## src/rtl/rom_reader_pkg.sv

```systemverilog
// Shared types and sizing for the ROM streaming reader.
package rom_reader_pkg;

  typedef enum logic [1:0] {
    IDLE  = 2'd0,
    ISSUE = 2'd1,
    DRAIN = 2'd2,
    DONE  = 2'd3
  } state_t;

  localparam int FIFO_DEPTH = 2;

endpackage

```

## src/rtl/rom_reader_fifo2.sv

```systemverilog
// Two-entry synchronous FIFO with a registered head; clr_i empties it and zeroes the head.
module fifo2
  import rom_reader_pkg::*;
#(
  parameter int WIDTH = 9
) (
  input  logic             clk_i,
  input  logic             clr_i,
  input  logic             push_i,
  input  logic [WIDTH-1:0] wdata_i,
  input  logic             pop_i,
  output logic [WIDTH-1:0] rdata_o,
  output logic             valid_o,
  output logic [1:0]       count_o
);

  logic [WIDTH-1:0] slot0_q, slot0_d;
  logic [WIDTH-1:0] slot1_q, slot1_d;
  logic [1:0]       count_q, count_d;
  logic             pop_eff;

  assign pop_eff = pop_i && (count_q != 2'd0);

  always_comb begin
    slot0_d = slot0_q;
    slot1_d = slot1_q;
    count_d = count_q;
    case ({push_i, pop_eff})
      2'b10: begin
        if (count_q == 2'd0) slot0_d = wdata_i;
        else                 slot1_d = wdata_i;
        count_d = count_q + 2'd1;
      end
      2'b01: begin
        // Emptying zeroes the head so idle outputs read back as 0.
        slot0_d = (count_q == 2'(FIFO_DEPTH)) ? slot1_q : '0;
        count_d = count_q - 2'd1;
      end
      2'b11: begin
        if (count_q == 2'(FIFO_DEPTH)) begin
          slot0_d = slot1_q;
          slot1_d = wdata_i;
        end else begin
          slot0_d = wdata_i;
        end
      end
      default: ;
    endcase
  end

  always_ff @(posedge clk_i) begin
    if (clr_i) begin
      slot0_q <= '0;
      slot1_q <= '0;
      count_q <= 2'd0;
    end else begin
      slot0_q <= slot0_d;
      slot1_q <= slot1_d;
      count_q <= count_d;
    end
  end

  assign rdata_o = slot0_q;
  assign valid_o = (count_q != 2'd0);
  assign count_o = count_q;

endmodule

```

## src/rtl/rom_reader.sv

```systemverilog
// Sweeps a ROM address range and streams the words out over valid/ready with a last marker.
module rom_reader
  import rom_reader_pkg::*;
#(
  parameter int DATA_WIDTH = 8,
  parameter int ADDR_WIDTH = 8
) (
  input  logic                  clk_i,
  input  logic                  rst_i,
  input  logic                  start_i,
  input  logic [ADDR_WIDTH-1:0] base_addr_i,
  input  logic [ADDR_WIDTH:0]   len_i,
  output logic                  busy_o,
  output logic                  done_o,
  output logic [ADDR_WIDTH-1:0] mem_addr_o,
  input  logic [DATA_WIDTH-1:0] mem_data_i,
  output logic [DATA_WIDTH-1:0] tdata_o,
  output logic                  tvalid_o,
  input  logic                  tready_i,
  output logic                  tlast_o
);

  state_t                state_q, state_d;
  logic [ADDR_WIDTH-1:0] addr_q, addr_d;
  logic [ADDR_WIDTH:0]   remain_q, remain_d;
  logic                  inflight_q, inflight_d;
  logic                  inflight_last_q, inflight_last_d;

  logic [1:0]            fifo_count;
  logic [DATA_WIDTH:0]   fifo_head;
  logic                  pop;
  logic [2:0]            occupancy;
  logic [2:0]            limit;
  logic                  room_ok;

  assign pop = tvalid_o && tready_i;

  // Room check: slots held or promised after this cycle's pop, plus the new request.
  assign occupancy = {1'b0, fifo_count} + {2'b00, inflight_q} + 3'd1;
  assign limit     = 3'(FIFO_DEPTH) + {2'b00, pop};
  assign room_ok   = (occupancy <= limit);

  always_comb begin
    state_d         = state_q;
    addr_d          = addr_q;
    remain_d        = remain_q;
    inflight_d      = 1'b0;
    inflight_last_d = 1'b0;
    case (state_q)
      IDLE: begin
        if (start_i) begin
          if (len_i != '0) begin
            state_d  = ISSUE;
            addr_d   = base_addr_i;
            remain_d = len_i;
          end else begin
            state_d = DONE;
          end
        end
      end
      ISSUE: begin
        if (room_ok) begin
          inflight_d      = 1'b1;
          inflight_last_d = (remain_q == (ADDR_WIDTH+1)'(1));
          addr_d          = addr_q + 1'b1;
          remain_d        = remain_q - 1'b1;
          if (remain_q == (ADDR_WIDTH+1)'(1)) state_d = DRAIN;
        end
      end
      DRAIN: begin
        if (pop && tlast_o) state_d = DONE;
      end
      DONE: state_d = IDLE;
      default: state_d = IDLE;
    endcase
  end

  always_ff @(posedge clk_i) begin
    if (rst_i) begin
      state_q         <= IDLE;
      addr_q          <= '0;
      remain_q        <= '0;
      inflight_q      <= 1'b0;
      inflight_last_q <= 1'b0;
    end else begin
      state_q         <= state_d;
      addr_q          <= addr_d;
      remain_q        <= remain_d;
      inflight_q      <= inflight_d;
      inflight_last_q <= inflight_last_d;
    end
  end

  fifo2 #(
    .WIDTH(DATA_WIDTH + 1)
  ) u_fifo (
    .clk_i  (clk_i),
    .clr_i  (rst_i),
    .push_i (inflight_q),
    .wdata_i({inflight_last_q, mem_data_i}),
    .pop_i  (pop),
    .rdata_o(fifo_head),
    .valid_o(tvalid_o),
    .count_o(fifo_count)
  );

  assign tdata_o    = fifo_head[DATA_WIDTH-1:0];
  assign tlast_o    = fifo_head[DATA_WIDTH];
  assign mem_addr_o = addr_q;
  assign busy_o     = (state_q != IDLE);
  assign done_o     = (state_q == DONE);

endmodule

```

## config.mk

```make
export PLATFORM = sky130hd
export DESIGN_NAME = rom_reader
export DESIGN_NICKNAME = d
export VERILOG_FILES = /design/src/rtl/rom_reader_pkg.sv /design/src/rtl/rom_reader_fifo2.sv /design/src/rtl/rom_reader.sv
export SDC_FILE = /design/constraint.sdc
export NUM_CORES = 1
export LEC_CHECK = 0
export ABC_AREA = 1
export ABC_CLOCK_PERIOD_IN_PS = 1800
export BUFFER_PORTS_ARGS = -buffer_cell sky130_fd_sc_hd__buf_2
export CORE_ASPECT_RATIO = 0.9
export CORE_UTILIZATION = 49
export CTS_CLUSTER_DIAMETER = 50
export DETAILED_ROUTE_END_ITERATION = 7
export PLACE_DENSITY = 0.8
export SKIP_LAST_GASP = 1
export SLEW_MARGIN = 20
export SYNTH_ARGS = -nofsm -noshare
export SYNTH_HDL_FRONTEND = slang
export SYNTH_SLANG_ARGS = --single-unit
```

## constraint.sdc

```tcl
create_clock -name clk_i -period 1.8 [get_ports clk_i]
set_input_delay 0.18 -clock clk_i [delete_from_list [all_inputs] [get_ports clk_i]]
set_output_delay 0.18 -clock clk_i [all_outputs]
set_load 0.005 [all_outputs]
```

# Word-level counts from Yosys, hierarchy flattened

Index checks and enable logic that the tools add are counted.

Reductions and logical operators: 18
Bitwise operators: 2
Mux-type cells: 23
Equal/unequal tests: 16
Add/sub/neg operators: 7
Magnitude comparators: 1

Operators with widths:

| kind                                                                    | count |
|---|---|
| 9-bit 2-to-1 mux                                                        | 8 |
| 9-bit one-hot mux with 2 select lines                                   | 2 |
| 9-bit one-hot mux with 3 select lines                                   | 1 |
| 8-bit 2-to-1 mux                                                        | 3 |
| 8-bit one-hot mux with 2 select lines                                   | 1 |
| 2-bit inequality test, second input constant                            | 6 |
| 2-bit equality test, second input constant                              | 5 |
| 2-bit 2-to-1 mux                                                        | 5 |
| 2-bit nonzero test                                                      | 5 |
| 9-bit by 1-bit equality test with 1-bit output, second input constant   | 1 |
| 9-bit nonzero test                                                      | 1 |
| 9-bit by 1-bit subtractor with 9-bit output, second input constant      | 1 |
| 8-bit by 1-bit adder with 8-bit output, second input constant           | 1 |
| 2-bit one-hot mux with 4 select lines                                   | 1 |
| 4-bit AND reduction                                                     | 2 |
| 2-bit by 1-bit equality test with 1-bit output, second input constant   | 2 |
| 2-bit logical NOT                                                       | 2 |
| 2-bit by 1-bit inequality test with 1-bit output, second input constant | 2 |
| 2-bit one-hot mux with 2 select lines                                   | 1 |
| 2-bit by 1-bit adder with 3-bit output                                  | 1 |
| 2-bit by 1-bit adder with 3-bit output, first input constant            | 1 |
| 3-bit by 1-bit adder with 3-bit output, second input constant           | 1 |
| 3-bit <= comparator                                                     | 1 |
| 1-bit logical AND                                                       | 3 |
| other kinds (9)                                                         | 10 |

Input port bits: 29
Register bits after elaboration: 41

# Logic depth before layout (Yosys ltp)

Depth after elaboration: 6
Mapped depth: 14

# Modules after synthesis

A second synthesis with hierarchy kept.

Cell total of the unflattened synthesis: 419
Area total of the unflattened synthesis: 2670.1 µm²

Modules (own cells, without submodules):

| module     | times used | cells each | area each (µm²) |
|---|---|---|---|
| rom_reader | 1          | 246        | 1536.5 |
| fifo2      | 1          | 173        | 1133.6 |

# Least setup slack after synthesis

Ideal clock, no wire load.

Path type: reg-to-reg
From: register inflight_q
To: register remain_q[5]
Stages on the path, launching flop included: 12
Setup time: 116 ps
Required time: 1684 ps
Path buffers: 1
Data arrival time: 1731 ps
Slack: -47 ps
Cells stage by stage: dfxtp_1 inv_1 ha_1 ha_1 nand3_1 nand3_1 nand2_1 inv_2 nand3_2 buf_6 nor2_1 nor2_1

Word-level cells in the longest chain between the ends: 5

RTL lines:

| element                                | RTL line         | RTL |
|---|---|---|
| from (decl)                            | rom_reader.sv:26 | `logic inflight_q, inflight_d;` |
| from (signal assigned)                 | rom_reader.sv:89 | `inflight_q <= inflight_d;` |
| 2-bit by 1-bit adder with 3-bit output | rom_reader.sv:39 | `assign occupancy = {1'b0, fifo_count} + {2'b00, inflight_q} + 3'd1;` |
| 3-bit by 1-bit adder with 3-bit output | rom_reader.sv:39 |  |
| 3-bit <= comparator                    | rom_reader.sv:41 | `assign room_ok = (occupancy <= limit);` |
| 2-bit inequality test (no source line) | n/a              |  |
| 4-bit AND reduction (no source line)   | n/a              |  |
| to (signal assigned)                   | rom_reader.sv:88 | `remain_q <= remain_d;` |
| to (decl)                              | rom_reader.sv:25 | `logic [ADDR_WIDTH:0] remain_q, remain_d;` |

No other way between the ends.
A chain may end at the register's enable or synchronous reset.

# Worst setup path after layout

From: register u_fifo.count_q[0], in the netlist u_fifo.count_o[0]
To: register u_fifo.slot1_q[4]

Word-level cells in the longest chain between the ends: 6
Elaborated cells on any way between the ends: 12

RTL lines:

| element                                                                                         | RTL line                                       | RTL |
|---|---|---|
| from (decl)                                                                                     | rom_reader_fifo2.sv:19                         | `logic [1:0] count_q, count_d;` |
| from (signal assigned)                                                                          | rom_reader_fifo2.sv:59                         | `count_q <= count_d;` |
| 2-bit nonzero test                                                                              | rom_reader_fifo2.sv:22, rom_reader_fifo2.sv:64 |  |
| 1-bit logical AND                                                                               | rom_reader.sv:36                               | `assign pop = tvalid_o && tready_i;` |
| 1-bit logical AND                                                                               | rom_reader_fifo2.sv:22                         | `assign pop_eff = pop_i && (count_q != 2'd0);` |
| 2-bit equality test                                                                             | rom_reader_fifo2.sv:28                         | `case ({push_i, pop_eff})` |
| 2-bit by 1-bit inequality test with 1-bit output (no source line), or another cell as far along | n/a                                            |  |
| 3-bit AND reduction (no source line)                                                            | n/a                                            |  |
| to (signal assigned)                                                                            | rom_reader_fifo2.sv:58                         | `slot1_q <= slot1_d;` |
| to (decl)                                                                                       | rom_reader_fifo2.sv:18                         | `logic [WIDTH-1:0] slot1_q, slot1_d;` |

Parallel ways exist; a longest one is shown, timed or not.

==> results by group <==
Placement
  • Post-DP HPWL: a little over 4000 um
  • Port buffer count: between 40 and 50
  • Place WS: -47.78 ps
  • Gpl congestion: approximately 0.84
  • Placed cell area: between 0.002 and 0.003 mm^2

Critical path
  • Setup crit end kind: flip-flop
  • Critical path buffers and inverters: 2
  • CP Depth: 8
  • Worst Reg-to-Reg Cells: 8
  • R2r endpoint: u_fifo.slot1_q[4]
  • Worst r2r src: u_fifo.count_o[0]
  • WP data required: roughly 2000 ps
  • Worst reg-to-reg setup slack: 50 ps
  • CP top delay family: compound AO/OA/AOI/OAI gates
  • Peak per-stage delay on the critical path: roughly 330 ps
  • Crit path max fanout: 6
  • Startpoint types: flip-flop
  • CP Data Arrival Time: 1930 ps
  • Crit path launch: u_fifo.count_o[0]
  • Crit Path Category: reg2reg
  • Crit-path cells: buf_4 > o21a_1 > ha_4 > nand2_1 > buf_4 > o221ai_2 > o21ai_2 > a21oi_1
  • Most common cell on crit path: buf_4
  • Critical path's slowest cell: dfxtp_2
  • Worst setup path endpoint: u_fifo.slot1_q[4]

Floorplan
  • Starting Density: 0.5242
  • Die Ht: 68.17 um
  • DIE AREA: between 0.005 and 0.006 mm^2
  • Cell Rows: 23
  • Core Area: roughly 0.0045 mm^2
  • I/O pins: 49
  • Die W: around 76 um

STA
  • Final hold violations: 0
  • Fmax: approximately 570 MHz
  • Final period util: 0.9731
  • Setup TNS: 0 ps
  • RSZ-0062 raised after global routing: true
  • Clk_skew: 8.536 ps
  • Endpoints failing setup: 0
  • Final worst slack: approximately 48 ps
  • Max-slew headroom: 0.7386
  • Min Tclk post-route: 1752 ps
  • Worst-Margin Slew: 392.1 ps
  • Max-slew violations: 0

Route
  • Total Routed Length: around 6500 um
  • Via count: around 2600
  • 1st-pass router iterations: 5
  • Per-cell routed wire length: roughly 14 um
  • Drc violations: 0
  • Post-route antenna net violation count: 0
  • Vias per cell: about 5.4
  • DRT iter0 DRCs: between 200 and 250

Run
  • # Max-Cap Violations: 0

Clocking
  • Worst-path clk slew: 80 ps
  • Longest Clk Path Bufs: 2
  • Clk_lat worst skew: 300 ps
  • CTS tree: yes
  • CTS Sinks: slightly above 40
  • CTS H-tree depth: 2
  • CTS Buf Count: 5
  • Root Driver: clkbuf_8

Yosys
  • Post-synthesis cell type count: 30
  • Simple-Gate Fraction of Synth Area: 0.3060
  • EDFF count, synth: 0
  • Synth Area in Adders: 0.07349
  • Synthesis-stage register bit count: slightly above 40
  • Netlist Area Pre-Place: ~0.0024 mm^2
  • Syn nets: between 300 and 400
  • Synth Area in Compound Gates: 0.1774
  • Top_reg_cell synth: dfxtp_1
  • Avg Cell Area, Syn: between 6 and 7 um^2
  • Mux share of post-synthesis cell area: 0
  • Register area share after synthesis: 0.3444
  • Ys async rst share: 0
  • Syn Inst Count: 352
  • Synth Area in XOR/XNOR: 0.007349
  • Ys Warns: 0
  • Main combinational cell family by area after synthesis: simple AND/OR/NAND/NOR gates

Cells and area
  • Area grow syn2layout: 28.87%
  • Core Util, Final: 0.6756
  • Share of layout cells above drive strength 1: 0.2657
  • Post-route cell area: ~0.003 mm^2
  • Fillers: 405
  • Nets@finish: around 460
  • Diodes inserted: 0

Worst hold path
  • Hold WC Path Type: in2reg

Pwr
  • PwrDens: roughly 1900 mW/mm^2
  • Maximum VDD drop: just under 1 mV
  • Total Power: between 5 and 6 mW
  • Leak: ~1.4 nW

Global route
  • Largest net degree at the start of global routing: 21
  • First-pass GRT wire length: slightly below 10000 um
  • Total global routing overflow: 0
  • Vias in the first global route: approximately 2300
  • Gr usage total: 0.2502
  • Initial antenna violation count: 0

Status
  • Outcome: finished clean
==> stage by stage <==
step | cells | hold WS [ps]
final | 476 | 146.8
after global placement | 462 | 432.1
after detailed placement | 462 | 440.0
after floorplan | 352 | 249.1
after CTS | 470 | 138.6
after global routing | 476 | 167.5
==> flip-flops by register name, indices dropped and copies added, names as in the netlist <==
register	cells
inflight_last_q	1
state_q	2
u_fifo.slot1_q	9
mem_addr_o	8
u_fifo.count_o	2
u_fifo.rdata_o	9
inflight_q	1
remain_q	9
==> cells by family (layout without fill, tap and decap cells) <==
kind of cell / after synthesis / in the layout
AND/OR/NAND/NOR: 175 / 177
XOR/XNOR: 2 / 2
flip-flops: 41 / 41
AO/OA/AOI/OAI: 71 / 73
buffers and inverters: 49 / 107
adder cells (fa/ha/maj): 14 / 14
==> tightest hold or removal path, stage by stage <==
cell,delay [ps]
buf_2,90
a221oi_1,70
nor2_1,80
==> how the worst min path moves through the flow <==
stage,cells past startpoint,start,end
2_1_floorplan,1,rst_i,mem_addr_o[6]
3_3_place_gp,2,u_fifo.slot1_q[4],u_fifo.slot1_q[4]
3_5_place_dp,2,u_fifo.slot1_q[2],u_fifo.slot1_q[2]
4_1_cts,3,mem_data_i[0],u_fifo.rdata_o[0]
5_1_grt,3,mem_data_i[5],u_fifo.rdata_o[5]
6_report,3,mem_data_i[1],u_fifo.rdata_o[1]
==> synth_stat cells, types with 3 or more instances <==
cell type / n / area [um^2]
o21ai_0: 33 / 165.2
a21oi_1: 23 / 115.1
buf_2: 3 / 15.01
buf_6: 4 / 45.04
nand3_1: 17 / 85.08
dfxtp_1: 41 / 820.8
clkbuf_1: 4 / 15.01
inv_1: 36 / 135.1
nor2_1: 47 / 176.4
nand2_1: 96 / 360.4
ha_1: 14 / 175.2
a221oi_1: 9 / 78.83
or2_2: 3 / 18.77
==> power breakdown <==
part / switching [mW] / total [mW] / leakage (nW) / internal [mW]
sequential: 0.294 / 1.57 / 0.338 / 1.27
clock: 0.329 / 0.732 / 0.0540 / 0.403
combinational: 2.01 / 3.39 / 1.03 / 1.38
total: 2.63 / 5.69 / 1.42 / 3.06
==> layout make-up <==
type	instances	area [um^2]	share of cell area
Multi-Input combinational cell	266	1533	0.4990
Sequential cell	41	824.5	0.2684
Timing Repair Buffer	62	387.9	0.1263
Inverter	38	145.1	0.04725
Tap cell	62	77.57	0.02525
Clock buffer	5	68.82	0.02240
Clock inverter	2	35.03	0.01141
==> layout by cell type (no fill, tap or decap), drive strengths merged <==
cell type / instances
or2: 6
nand2: 96
clkinv: 1
o21a: 2
and2: 1
buf: 61
ha: 14
nor4: 1
nor2: 51
nand3: 20
inv: 38
xor2: 1
xnor2: 1
o221ai: 3
clkbuf: 6
dfxtp: 41
a21oi: 24
a221oi: 9
bufinv: 1
o21ai: 35
nor3: 2
==> what timing repair did <==
item,CTS,global route
setup endpoints to repair,16,37
resized for setup,9,34
setup buffers,0,2
hold buffers,0,0
cloned,1,4
pin swaps,0,7
==> layer usage <==
layer	track usage	routed length [um]	vias up
li1	-	-	1276
met1	0.3267	2812	1171
met2	0.3906	3071	101
met3	0.05007	458	15
met4	0.1296	138	0
met5	0	0	-
No activity file was read; power rests on OpenSTA's default activity.
